`src/rtl/channel_triangle_apu.sv`:
```
// Triangle-wave channel: period timer, up/down step sequencer, linear and
// length counters, and a small register write port. Output is an unsigned level.
`timescale 1ns/1ps

module channel_triangle_apu #(
    parameter int unsigned TIMER_WIDTH     = 11,
    parameter int unsigned STEP_BITS       = 5,
    parameter int unsigned OUT_WIDTH       = 4,
    parameter bit          MUTE_ULTRASONIC = 1'b0
) (
    input  logic                 i_clk,
    input  logic                 i_rst_n,
    input  logic                 i_tick_stb,
    input  logic                 i_quarter_stb,
    input  logic                 i_half_stb,
    input  logic                 i_enable,
    input  logic                 i_wr_stb,
    input  logic [1:0]           i_wr_addr,
    input  logic [7:0]           i_wr_data,
    output logic [OUT_WIDTH-1:0] o_output,
    output logic                 o_active,
    output logic                 o_frame_pulse
);

    localparam int unsigned          Shift   = OUT_WIDTH - STEP_BITS + 1;
    localparam logic [STEP_BITS-1:0] StepMax = '1;

    logic [TIMER_WIDTH-1:0] period_q, period_d;
    logic [TIMER_WIDTH-1:0] timer_q, timer_d;
    logic [STEP_BITS-1:0]   step_q, step_d;
    logic [6:0]             lin_q, lin_d;
    logic [6:0]             reload_val_q, reload_val_d;
    logic                   reload_flag_q, reload_flag_d;
    logic                   control_q, control_d;
    logic [7:0]             len_q, len_d;
    logic                   frame_pulse_q, frame_pulse_d;

    logic                   seq_clk;
    logic                   seq_gate;
    logic                   ultrasonic;
    logic [STEP_BITS-2:0]   level;

    function automatic logic [7:0] len_lookup(input logic [4:0] idx);
        logic [7:0] v;
        unique case (idx)
            5'd0:  v = 8'd10;   5'd1:  v = 8'd254;  5'd2:  v = 8'd20;   5'd3:  v = 8'd2;
            5'd4:  v = 8'd40;   5'd5:  v = 8'd4;    5'd6:  v = 8'd80;   5'd7:  v = 8'd6;
            5'd8:  v = 8'd160;  5'd9:  v = 8'd8;    5'd10: v = 8'd60;   5'd11: v = 8'd10;
            5'd12: v = 8'd14;   5'd13: v = 8'd12;   5'd14: v = 8'd26;   5'd15: v = 8'd14;
            5'd16: v = 8'd12;   5'd17: v = 8'd16;   5'd18: v = 8'd24;   5'd19: v = 8'd18;
            5'd20: v = 8'd48;   5'd21: v = 8'd20;   5'd22: v = 8'd96;   5'd23: v = 8'd22;
            5'd24: v = 8'd192;  5'd25: v = 8'd24;   5'd26: v = 8'd72;   5'd27: v = 8'd26;
            5'd28: v = 8'd16;   5'd29: v = 8'd28;   5'd30: v = 8'd32;   default: v = 8'd30;
        endcase
        return v;
    endfunction

    // Next-state: strobes act on pre-write state, register writes layered on top.
    always_comb begin
        period_d      = period_q;
        timer_d       = timer_q;
        step_d        = step_q;
        lin_d         = lin_q;
        reload_val_d  = reload_val_q;
        reload_flag_d = reload_flag_q;
        control_d     = control_q;
        len_d         = len_q;
        frame_pulse_d = 1'b0;

        ultrasonic = MUTE_ULTRASONIC && (period_q < TIMER_WIDTH'(2));
        seq_clk    = i_tick_stb && (timer_q == '0);
        seq_gate   = (lin_q != '0) && (len_q != '0) && !ultrasonic;

        if (i_tick_stb) begin
            timer_d = seq_clk ? period_q : timer_q - TIMER_WIDTH'(1);
        end

        if (seq_clk && seq_gate) begin
            step_d        = step_q + STEP_BITS'(1);
            frame_pulse_d = (step_q == StepMax);
        end

        if (i_quarter_stb) begin
            if (reload_flag_q) begin
                lin_d = reload_val_q;
            end else if (lin_q != '0) begin
                lin_d = lin_q - 7'd1;
            end
            if (!control_q) begin
                reload_flag_d = 1'b0;
            end
        end

        // Control doubles as the length-counter halt.
        if (i_half_stb && (len_q != '0) && !control_q) begin
            len_d = len_q - 8'd1;
        end

        if (i_wr_stb) begin
            unique case (i_wr_addr)
                2'd0: begin
                    control_d    = i_wr_data[7];
                    reload_val_d = i_wr_data[6:0];
                end
                2'd2: period_d[7:0] = i_wr_data;
                2'd3: begin
                    period_d[TIMER_WIDTH-1:8] = i_wr_data[TIMER_WIDTH-9:0];
                    reload_flag_d             = 1'b1;
                    if (i_enable) begin
                        len_d = len_lookup(i_wr_data[7:3]);
                    end
                end
                default: ;
            endcase
        end

        if (!i_enable) begin
            len_d = '0;
        end
    end

    // State registers with asynchronous clear.
    always_ff @(posedge i_clk or negedge i_rst_n) begin
        if (!i_rst_n) begin
            period_q      <= '0;
            timer_q       <= '0;
            step_q        <= '0;
            lin_q         <= '0;
            reload_val_q  <= '0;
            reload_flag_q <= 1'b0;
            control_q     <= 1'b0;
            len_q         <= '0;
            frame_pulse_q <= 1'b0;
        end else begin
            period_q      <= period_d;
            timer_q       <= timer_d;
            step_q        <= step_d;
            lin_q         <= lin_d;
            reload_val_q  <= reload_val_d;
            reload_flag_q <= reload_flag_d;
            control_q     <= control_d;
            len_q         <= len_d;
            frame_pulse_q <= frame_pulse_d;
        end
    end

    // Fold the step counter into a down-then-up ramp.
    always_comb begin
        level = step_q[STEP_BITS-1] ? step_q[STEP_BITS-2:0] : ~step_q[STEP_BITS-2:0];
    end

    assign o_output      = OUT_WIDTH'(level) << Shift;
    assign o_active      = (len_q != '0);
    assign o_frame_pulse = frame_pulse_q;

endmodule

```
`config.mk`:
```
export PLATFORM = sky130hd
export DESIGN_NAME = channel_triangle_apu
export DESIGN_NICKNAME = d
export VERILOG_FILES = /design/src/rtl/channel_triangle_apu.sv
export SDC_FILE = /design/constraint.sdc
export NUM_CORES = 1
export LEC_CHECK = 0
export CELL_PAD_IN_SITES_DETAIL_PLACEMENT = 1
export CELL_PAD_IN_SITES_GLOBAL_PLACEMENT = 1
export CORE_AREA = 2 2 78 98
export DETAILED_ROUTE_END_ITERATION = 8
export DIE_AREA = 0 0 80 100
export PLACE_DENSITY_LB_ADDON = 0.1
export SYNTH_ARGS = -nofsm -noshare
export SYNTH_HDL_FRONTEND = slang
export SYNTH_SLANG_ARGS = --single-unit
export TNS_END_PERCENT = 20
```
`constraint.sdc`:
```
create_clock -name i_clk -period 3.35 [get_ports i_clk]
set_clock_uncertainty 0.1 [all_clocks]
set_input_delay 0.8375 -clock i_clk [delete_from_list [all_inputs] [get_ports i_clk]]
set_output_delay 0.8375 -clock i_clk [all_outputs]
set_load 0.01 [all_outputs]
```
Word-level counts from Yosys, hierarchy flattened
Memory sizes are Yosys's and may differ from the RTL's.
Cells that the tools add are included.
Widths: inputs -> output; s select.
Operators by class
  add/sub/neg operators: 4
  equal/unequal tests: 3
  multiplexer cells: 13
  bitwise gates (word level): 1
  reduce and logical (&&, ||, !) cells: 15
Operators with widths (number)
  $mux 8: 4
  $mux 7: 2
  $logic_not 11->1: 1
  $mux 11: 1
  $sub 11x1->11 const B: 1
  $reduce_and 2->1: 4
  $reduce_bool 8->1: 1
  $sub 8x1->8 const B: 1
  $reduce_bool 7->1: 1
  $sub 7x1->7 const B: 1
  $add 5x1->5 const B: 1
  $eq 5x5->1 const B: 1
  $logic_and 1x1->1: 5
  $mux 1: 5
  $eq 2x2->1 const B: 2
  $mux 4: 1
  $not 4->4: 1
  $logic_not 2->1: 1
  $reduce_bool 2->1: 1
  $logic_not 1->1: 1
Word-level totals
  bits in registers: 52
  ROM bits: 224
  bits of input ports: 17
  memories kept: 1
Memory list
  (name not given): depth 32, width 7, read ports 1, clocked after Yosys merged registers in 0, wr ports 0, RTL line 45  | unique case (idx)

Depth between registers and ports, before layout
Gate-level depths: netlist (run 1).
  depth after elaboration: 7
  mapped depth: 7

Worst setup path before layout (run 1)
OpenSTA, ideal clock, no wires.
  kind: input-to-reg
  start: input i_tick_stb
  end: register step_q[4]
  library setup time: 128 ps
  arrival: 2143 ps
  data required time: 3122 ps
  slack: 979 ps
  cell stages on the path: 5
  buffers on the path: 1
  cells stage by stage: or4b_1 buf_2 nor3_4 nand3_2 mux2_1
Between the ends
  cells in the longest elaborated chain, start to end: 2
RTL lines
  start, declared: RTL line 13  | input logic i_tick_stb,
  $logic_and 1x1->1: RTL line 71  | seq_clk = i_tick_stb && (timer_q == '0);
  $logic_and 1x1->1: RTL line 78  | if (seq_clk && seq_gate) begin
  end signal, assigned: RTL line 137  | step_q <= step_d;
  end, declared: RTL line 30  | logic [STEP_BITS-1:0] step_q, step_d;
Every way passes these cells.
A chain may end at the register's enable or synchronous reset.

Worst setup path in the final report (run 1)
  start: register len_q[0]
  end: output o_active
Between the ends
  cells in the longest elaborated chain, start to end: 1
RTL lines
  start, declared: RTL line 35  | logic [7:0] len_q, len_d;
  start signal, assigned: RTL line 142  | len_q <= len_d;
  $reduce_bool 8->1: RTL line 153  | assign o_active = (len_q != '0);
  end, declared: RTL line 21  | output logic o_active,
Every way passes these cells.

==> reports/metrics.cfg, run 1 <==
[worst_setup_path]
r2r_start = timer_q[0]$_DFFE_PN0P_
ff2ff_setup_slack_ns = 0.79
max_stage_delay_ns = 0.53
r2r-end = timer_q[0]$_DFFE_PN0P_
path_buf_inv = 2
cp-end-kind = output port
crit_family = buffers and inverters
crit_slowest_cell = clkdlybuf4s50_1
cp_cell_sequence = inv_1 > ha_1 > nor3b_1 > nand2_1 > clkdlybuf4s50_1
cp_max_fo = 5
crit_type = reg2out
cp.required_ns = 2.41
rr_worst_depth = 6
startpoint_type = register
arrival_ns = 2.01

[timing]
tightestPinTransition_ns = 0.6978
setup_viol = 0
max_slew_margin_pct = 53.28
setup_tns_ns = 0
fin_crit_sh_pct = 87.99
hold_viol = 0
rsz0062_at_grt = no
whs_ns = 0.2031
layout_min_cycle_time_ns = 2.948
slew_violations = 0
fmax_mhz = 339.3

[detailed_routing]
drt-total-wl_mm = 7.590
viasPerCell = 5.708
num_vias = 2506
ant_nets = 0
drtIter0Drc = 73
firstDrtPassIters = 4
drc = 0
wire_per_inst_um = 17.29

[synth]
ys.flop_type = dfrtp_1
yosysUniqueCellTypes = 56
synth_edf_count = 0
synth_seq_area_share_pct = 42.17
netlist_instances = 318
ys_seq_elements = 52
ys.warnings.count = 0
netlist_area_mm2 = 0.003085
synthArstFlopShare_pct = 100.0
synth_area_per_cell_um2 = 9.703
synth_nets = 349

[cells_and_area]
layout_commonest_cell = dfrtp_1
final_nets = 377
drive_above_1_share_pct = 12.39
areaGrowthSynthToFinish_pct = 14.88
final_cell_count_no_fill = 439
fill_cells = 835
final_cell_mix = dfrtp_1, nand2_1, inv_1, o21ai_0, clkdlybuf4s50_1
antenna_cells = 0

[grt]
track_usage_pct = 20.62
antenna_found_initial = 0
grt_pass1_wl_mm = 13.01
grt_pass1_vias = 2740
grt_max_degree = 31
globalRoute.totalOverflow = 0

[floorplan]
die_area_mm2 = 0.008000
io-pin-count = 23
die_y_um = 100
initial_core_util_pct = 42.96
die_w_um = 80
coreArea_mm2 = 0.007182
rows = 35

[clocking]
clk_latency_ns = 0.32
clockBufferDepth = 2
ctsHoldBuffers = 0
cts_root_buffer = clkbuf_8
cts_tree = built
clock-sinks = 52
post-cts-setup-buffer-count = 0
cts_buffers = 5
clk_pin_slew_ns = 0.10
ctsResizeCount = 0
h-tree-depth = 2

[place]
hpwlAfterDp_mm = 6.025
place_congestion = 0.7713
io_buffers = 22
numPlacedInstances = 431

[power_and_ir_drop]
p_leak_uw = 0.001543
p_total_uw = 2030
powerDensity_mw_per_mm2 = 572.8
vdd_drop_max_mv = 0.2559

[status]
status = complete, no violations

[hold_path]
hold_class = in2async

[job]
cap_viol_max_count = 0

## kinds of logic after synthesis
kind of cell | count (synthesis) | synth area share [%]
DFF | 52 | 42.17
AOI/OAI and AO/OA | 82 | 17.60
and+or+nand+nor | 101 | 18.41
buffers and inverters | 34 | 4.299
adders and majority gates | 14 | 5.677
xor gates and xnor gates | 13 | 3.690
muxes | 22 | 8.151
## final cells by class
class	count	area [µm²]	share of cell area (%)
clock buffers	5	68.82	1.941
clock inverters	3	27.53	0.7766
inverters	22	82.58	2.330
multi-input cells	232	1652	46.59
flip-flops and latches	52	1301	36.71
well taps	92	115.1	3.247
repair buffers	33	297.8	8.401
## worst register-to-register path, delay by kind of cell (launching register included)
kind | cells | cell delay [ns]
AOI/OAI and AO/OA | 1 | 0.31
adders and majority gates | 1 | 0.21
buffers and inverters | 1 | 0.16
DFF | 1 | 0.46
muxes | 1 | 0.12
and+or+nand+nor | 2 | 1.09
## cell usage after synthesis (4+ instances only)
master     n  share of area [%]
a211oi_1   6                1.5
nor2b_1    5                1.0
dfrtp_1   52                 42
nor4_1     6                1.2
o21ai_0   22                3.6
clkbuf_1  10                1.2
ha_1      14                5.7
mux2_2    13                4.7
nand2b_1   5                1.0
nor3b_1    4               0.97
nor2_1     9                1.1
xnor2_1   10                2.8
o21ai_1    6               0.97
or3_1      4               0.81
a22oi_1    5                1.2
nand4_1    4               0.81
nand2_1   32                3.9
a22o_1     4                1.1
and3_1     5                1.0
inv_1     22                2.7
nand3_1    5               0.81
nor3_1     4               0.65
o31ai_1    4               0.97
mux2i_1    6                1.9
a21oi_1   11                1.8
## report_power, final
part           internal (µW)  switching (µW)
clock network            154             230
logic                    331             355
registers                786             175
## worst max-delay path by stage
stage | startpoint | to | slack [ns] | depth (start not counted)
after floorplan | i_tick_stb | step_q[4]$_DFFE_PN0P_ | 0.98 | 5
after global placement | i_tick_stb | timer_q[0]$_DFFE_PN0P_ | 0.33 | 5
after detailed placement | i_tick_stb | timer_q[0]$_DFFE_PN0P_ | 0.20 | 5
after CTS | len_q[0]$_DFF_PN0_ | o_active | 0.37 | 5
after global routing | len_q[0]$_DFF_PN0_ | o_active | 0.27 | 5
final | len_q[0]$_DFF_PN0_ | o_active | 0.40 | 5
## stage by stage
step	utilization, %	cell area [µm²]	setup slack [ns]
global placement	48.01	3448	0.3318
CTS	49.36	3545	0.3704
detailed placement	48.01	3448	0.2022
floorplan	-	3085	0.9791
finish	49.36	3545	0.4023
global route	49.36	3545	0.2662
## state kept, by name, indices dropped and copies added (netlist names)
register       cells
period_q          11
timer_q           11
len_q              8
lin_q              7
reload_val_q       7
step_q             5
control_q          1
o_frame_pulse      1
reload_flag_q      1
## metal layers
metal	GRT usage, %	wire (µm)
met4	5.867	138
met3	2.788	163
met5	0	0
met1	24.57	3220
met2	38.21	4067
Note: power is estimated with default switching activity, not from simulation.
==> run 2, diff against run 1 <==
--- a/config.mk
+++ b/config.mk
@@ -7,10 +7,11 @@
 export LEC_CHECK = 0
 export CELL_PAD_IN_SITES_DETAIL_PLACEMENT = 1
 export CELL_PAD_IN_SITES_GLOBAL_PLACEMENT = 1
-export CORE_AREA = 2 2 78 98
+export CORE_AREA = 2 2 62 123
 export DETAILED_ROUTE_END_ITERATION = 8
-export DIE_AREA = 0 0 80 100
+export DIE_AREA = 0 0 64 125
 export PLACE_DENSITY_LB_ADDON = 0.1
+export SLEW_MARGIN = 20
 export SYNTH_ARGS = -nofsm -noshare
 export SYNTH_HDL_FRONTEND = slang
 export SYNTH_SLANG_ARGS = --single-unit
==> run 2 against run 1 <==
Cell count shrank 0.91%. Total power increased by 10%. Largest cell class unchanged. Clock power grew 49%. Flip-flop and latch count did not move. Count of clock-buffer cells in the layout grew 1. Die area unchanged. Fmax shrank 0.72%. Setup slack worse by 0.021 ns. Combinational power about the same. Routed wire length up 4.6%.
==> reports/metrics.cfg, run 2 (synthesis results as in run 1) <==
[power_and_ir_drop]
switching_share_pct = 34.48  ; was 37.41%
vdd_drop_max_mv = 0.2659  ; was 0.2559 mV
p_total_uw = 2235  ; was 2030 µW
p_comb_share_pct = 30.8  ; was 33.8%
powerDensity_mw_per_mm2 = 623.2  ; was 572.8 mW/mm²
p_leak_uw = 0.001563  ; was 0.001543 µW
intPower_uw = 1465  ; was 1271 µW
switching_power_uw = 770.7  ; was 759.7 µW
power_frac_clock_pct = 25.6  ; was 18.9%
p_seq_share_pct = 43.6  ; was 47.3%

[worst_setup_path]
cp-end-kind = output port  ; unchanged
cp.required_ns = 2.41  ; about the same
startpoint = len_q[0]$_DFF_PN0_  ; unchanged
crit_type = reg2out  ; unchanged
r2r-end = timer_q[1]$_DFFE_PN0P_  ; was timer_q[0]$_DFFE_PN0P_
ff2ff_setup_slack_ns = 0.90  ; was 0.79 ns
rr_worst_depth = 6  ; unchanged
cp_max_fo = 5  ; unchanged
arrival_ns = 2.03  ; was 2.01 ns
cp-endpoint = o_active  ; unchanged
r2r_start = timer_q[0]$_DFFE_PN0P_  ; unchanged
startpoint_type = register  ; unchanged

[detailed_routing]
wire_per_inst_um = 18.25  ; was 17.29 µm
drtIter0Drc = 126  ; was 73
firstDrtPassIters = 4  ; unchanged
num_vias = 2492  ; was 2506
viasPerCell = 5.729  ; was 5.708
drt-total-wl_mm = 7.938  ; was 7.590 mm
ant_nets = 0  ; unchanged
drc = 0  ; unchanged

[clocking]
h-tree-depth = 2  ; unchanged
cts_buffers = 5  ; unchanged
clk_pin_slew_ns = 0.07  ; was 0.10 ns
ctsHoldBuffers = 0  ; unchanged
clockBufferDepth = 2  ; unchanged
cts_tree = built  ; unchanged
cts_root_buffer = clkbuf_16  ; was clkbuf_8
clk_latency_ns = 0.29  ; was 0.32 ns
clock-sinks = 52  ; unchanged

[timing]
hold_viol = 0  ; unchanged
fmax_mhz = 336.8  ; was 339.3 MHz
setup_tns_ns = 0  ; unchanged
fin_crit_sh_pct = 88.63  ; was 87.99%
slew_violations = 0  ; unchanged
setup_viol = 0  ; unchanged
rsz0062_at_grt = no  ; unchanged
layout_min_cycle_time_ns = 2.969  ; was 2.948 ns
max_slew_margin_pct = 60.85  ; was 53.28%
tightestPinTransition_ns = 0.5819  ; was 0.6978 ns

[place]
io_buffers = 22  ; unchanged
hpwlAfterDp_mm = 6.043  ; was 6.025 mm
place_congestion = 0.8434  ; was 0.7713

[cells_and_area]
areaGrowthSynthToFinish_pct = 16.26  ; was 14.88%
final_nets = 373  ; was 377
antenna_cells = 0  ; unchanged
layout_commonest_cell = dfrtp_1  ; unchanged
largestRegisters = period_q (11), timer_q (11), len_q (8)  ; unchanged
drive_above_1_share_pct = 11.37  ; was 12.39%
fill_cells = 823  ; was 835
final_cell_mix = dfrtp_1, nand2_1, inv_1, o21ai_0, clkdlybuf4s50_1  ; unchanged

[grt]
grt-busiest-layer = met2  ; unchanged
grt_pass1_wl_mm = 13.88  ; was 13.01 mm
grt_max_degree = 37  ; was 31
met3_usage_pct = 2.428  ; was 2.788%
track_usage_pct = 21.91  ; was 20.62%
use_met1_pct = 26.29  ; was 24.57%
antenna_found_initial = 0  ; unchanged
grt_pass1_vias = 2797  ; was 2740
globalRoute.totalOverflow = 0  ; unchanged
use_met2_pct = 40.13  ; was 38.21%

[floorplan]
die_w_um = 64  ; was 80 µm
die_y_um = 125  ; was 100 µm
initial_core_util_pct = 43.45  ; was 42.96%
io-pin-count = 23  ; unchanged
die_area_mm2 = 0.008000  ; unchanged
rows = 44  ; was 35
coreArea_mm2 = 0.007102  ; was 0.007182 mm²

[status]
status = complete, no violations  ; unchanged

[hold_path]
hold_class = in2async  ; unchanged

[job]
cap_viol_max_count = 0  ; unchanged

run 2: power groups by stage:
stage	clock, µW	combinational (µW)	sequential [µW]
after global placement	0	654	970
final	573	687	975
after global routing	607	777	1000
after floorplan	0	497	912
after detailed placement	0	685	982
after CTS	586	695	970
run 2: worst min-delay path by stage:
stage / slack [ns] / cells after the start / end / start
finish: 0.36 / 1 / o_frame_pulse$_DFF_PN0_ / i_rst_n
global route: 0.40 / 1 / timer_q[10]$_DFFE_PN0P_ / i_rst_n
CTS: 0.38 / 1 / o_frame_pulse$_DFF_PN0_ / i_rst_n
detailed placement: 0.38 / 2 / period_q[6]$_DFFE_PN0P_ / period_q[6]$_DFFE_PN0P_
global placement: 0.38 / 2 / period_q[6]$_DFFE_PN0P_ / period_q[6]$_DFFE_PN0P_
floorplan: 0.34 / 2 / period_q[10]$_DFFE_PN0P_ / period_q[10]$_DFFE_PN0P_
run 2: through the flow:
| step | instances | worst slack (ns) | util, % | hold WS [ns] | instance area (µm²) |
|---|---|---|---|---|---|
| 2_1_floorplan | 318 | 0.9791 | - | 0.3401 | 3085 |
| 3_3_place_gp | 427 | 0.3681 | 48.13 | 0.3819 | 3418 |
| 3_5_place_dp | 427 | 0.3206 | 48.13 | 0.3791 | 3418 |
| 5_1_grt | 435 | 0.2260 | 50.51 | 0.3977 | 3587 |
| 4_1_cts | 435 | 0.1512 | 50.44 | 0.3787 | 3582 |
| 6_report | 435 | 0.3809 | 50.51 | 0.3597 | 3587 |
run 2: what timing repair did:
| item | in CTS | in global routing |
|---|---|---|
| endpoints found under the setup margin | 0 | 1 |
| resized for setup | 0 | 1 |
| buffers inserted | 0 | 0 |
run 2: area by class of cell:
cell class | instances | area (µm²) | share of cell area, %
multi-input cells | 232 | 1657 | 46.18
flip-flops and latches | 52 | 1301 | 36.27
repair buffers | 29 | 267.8 | 7.464
clock buffers | 6 | 128.9 | 3.593
well taps | 92 | 115.1 | 3.209
inverters | 22 | 82.58 | 2.302
clock inverters | 2 | 35.03 | 0.9766
run 2: per-layer routing:
layer	wire length (µm)	part of all wire, %
met4	106	1.3
met1	3278	41
met2	4387	55
met5	0	0
met3	165	2.1
run 2: critical path, cell delays in order (launching register included):
cell and delay [ns]:
dfrtp_1 0.40, inv_1 0.09, ha_1 0.18, nor3b_2 0.28
nand2_1 0.24, clkdlybuf4s50_1 0.54
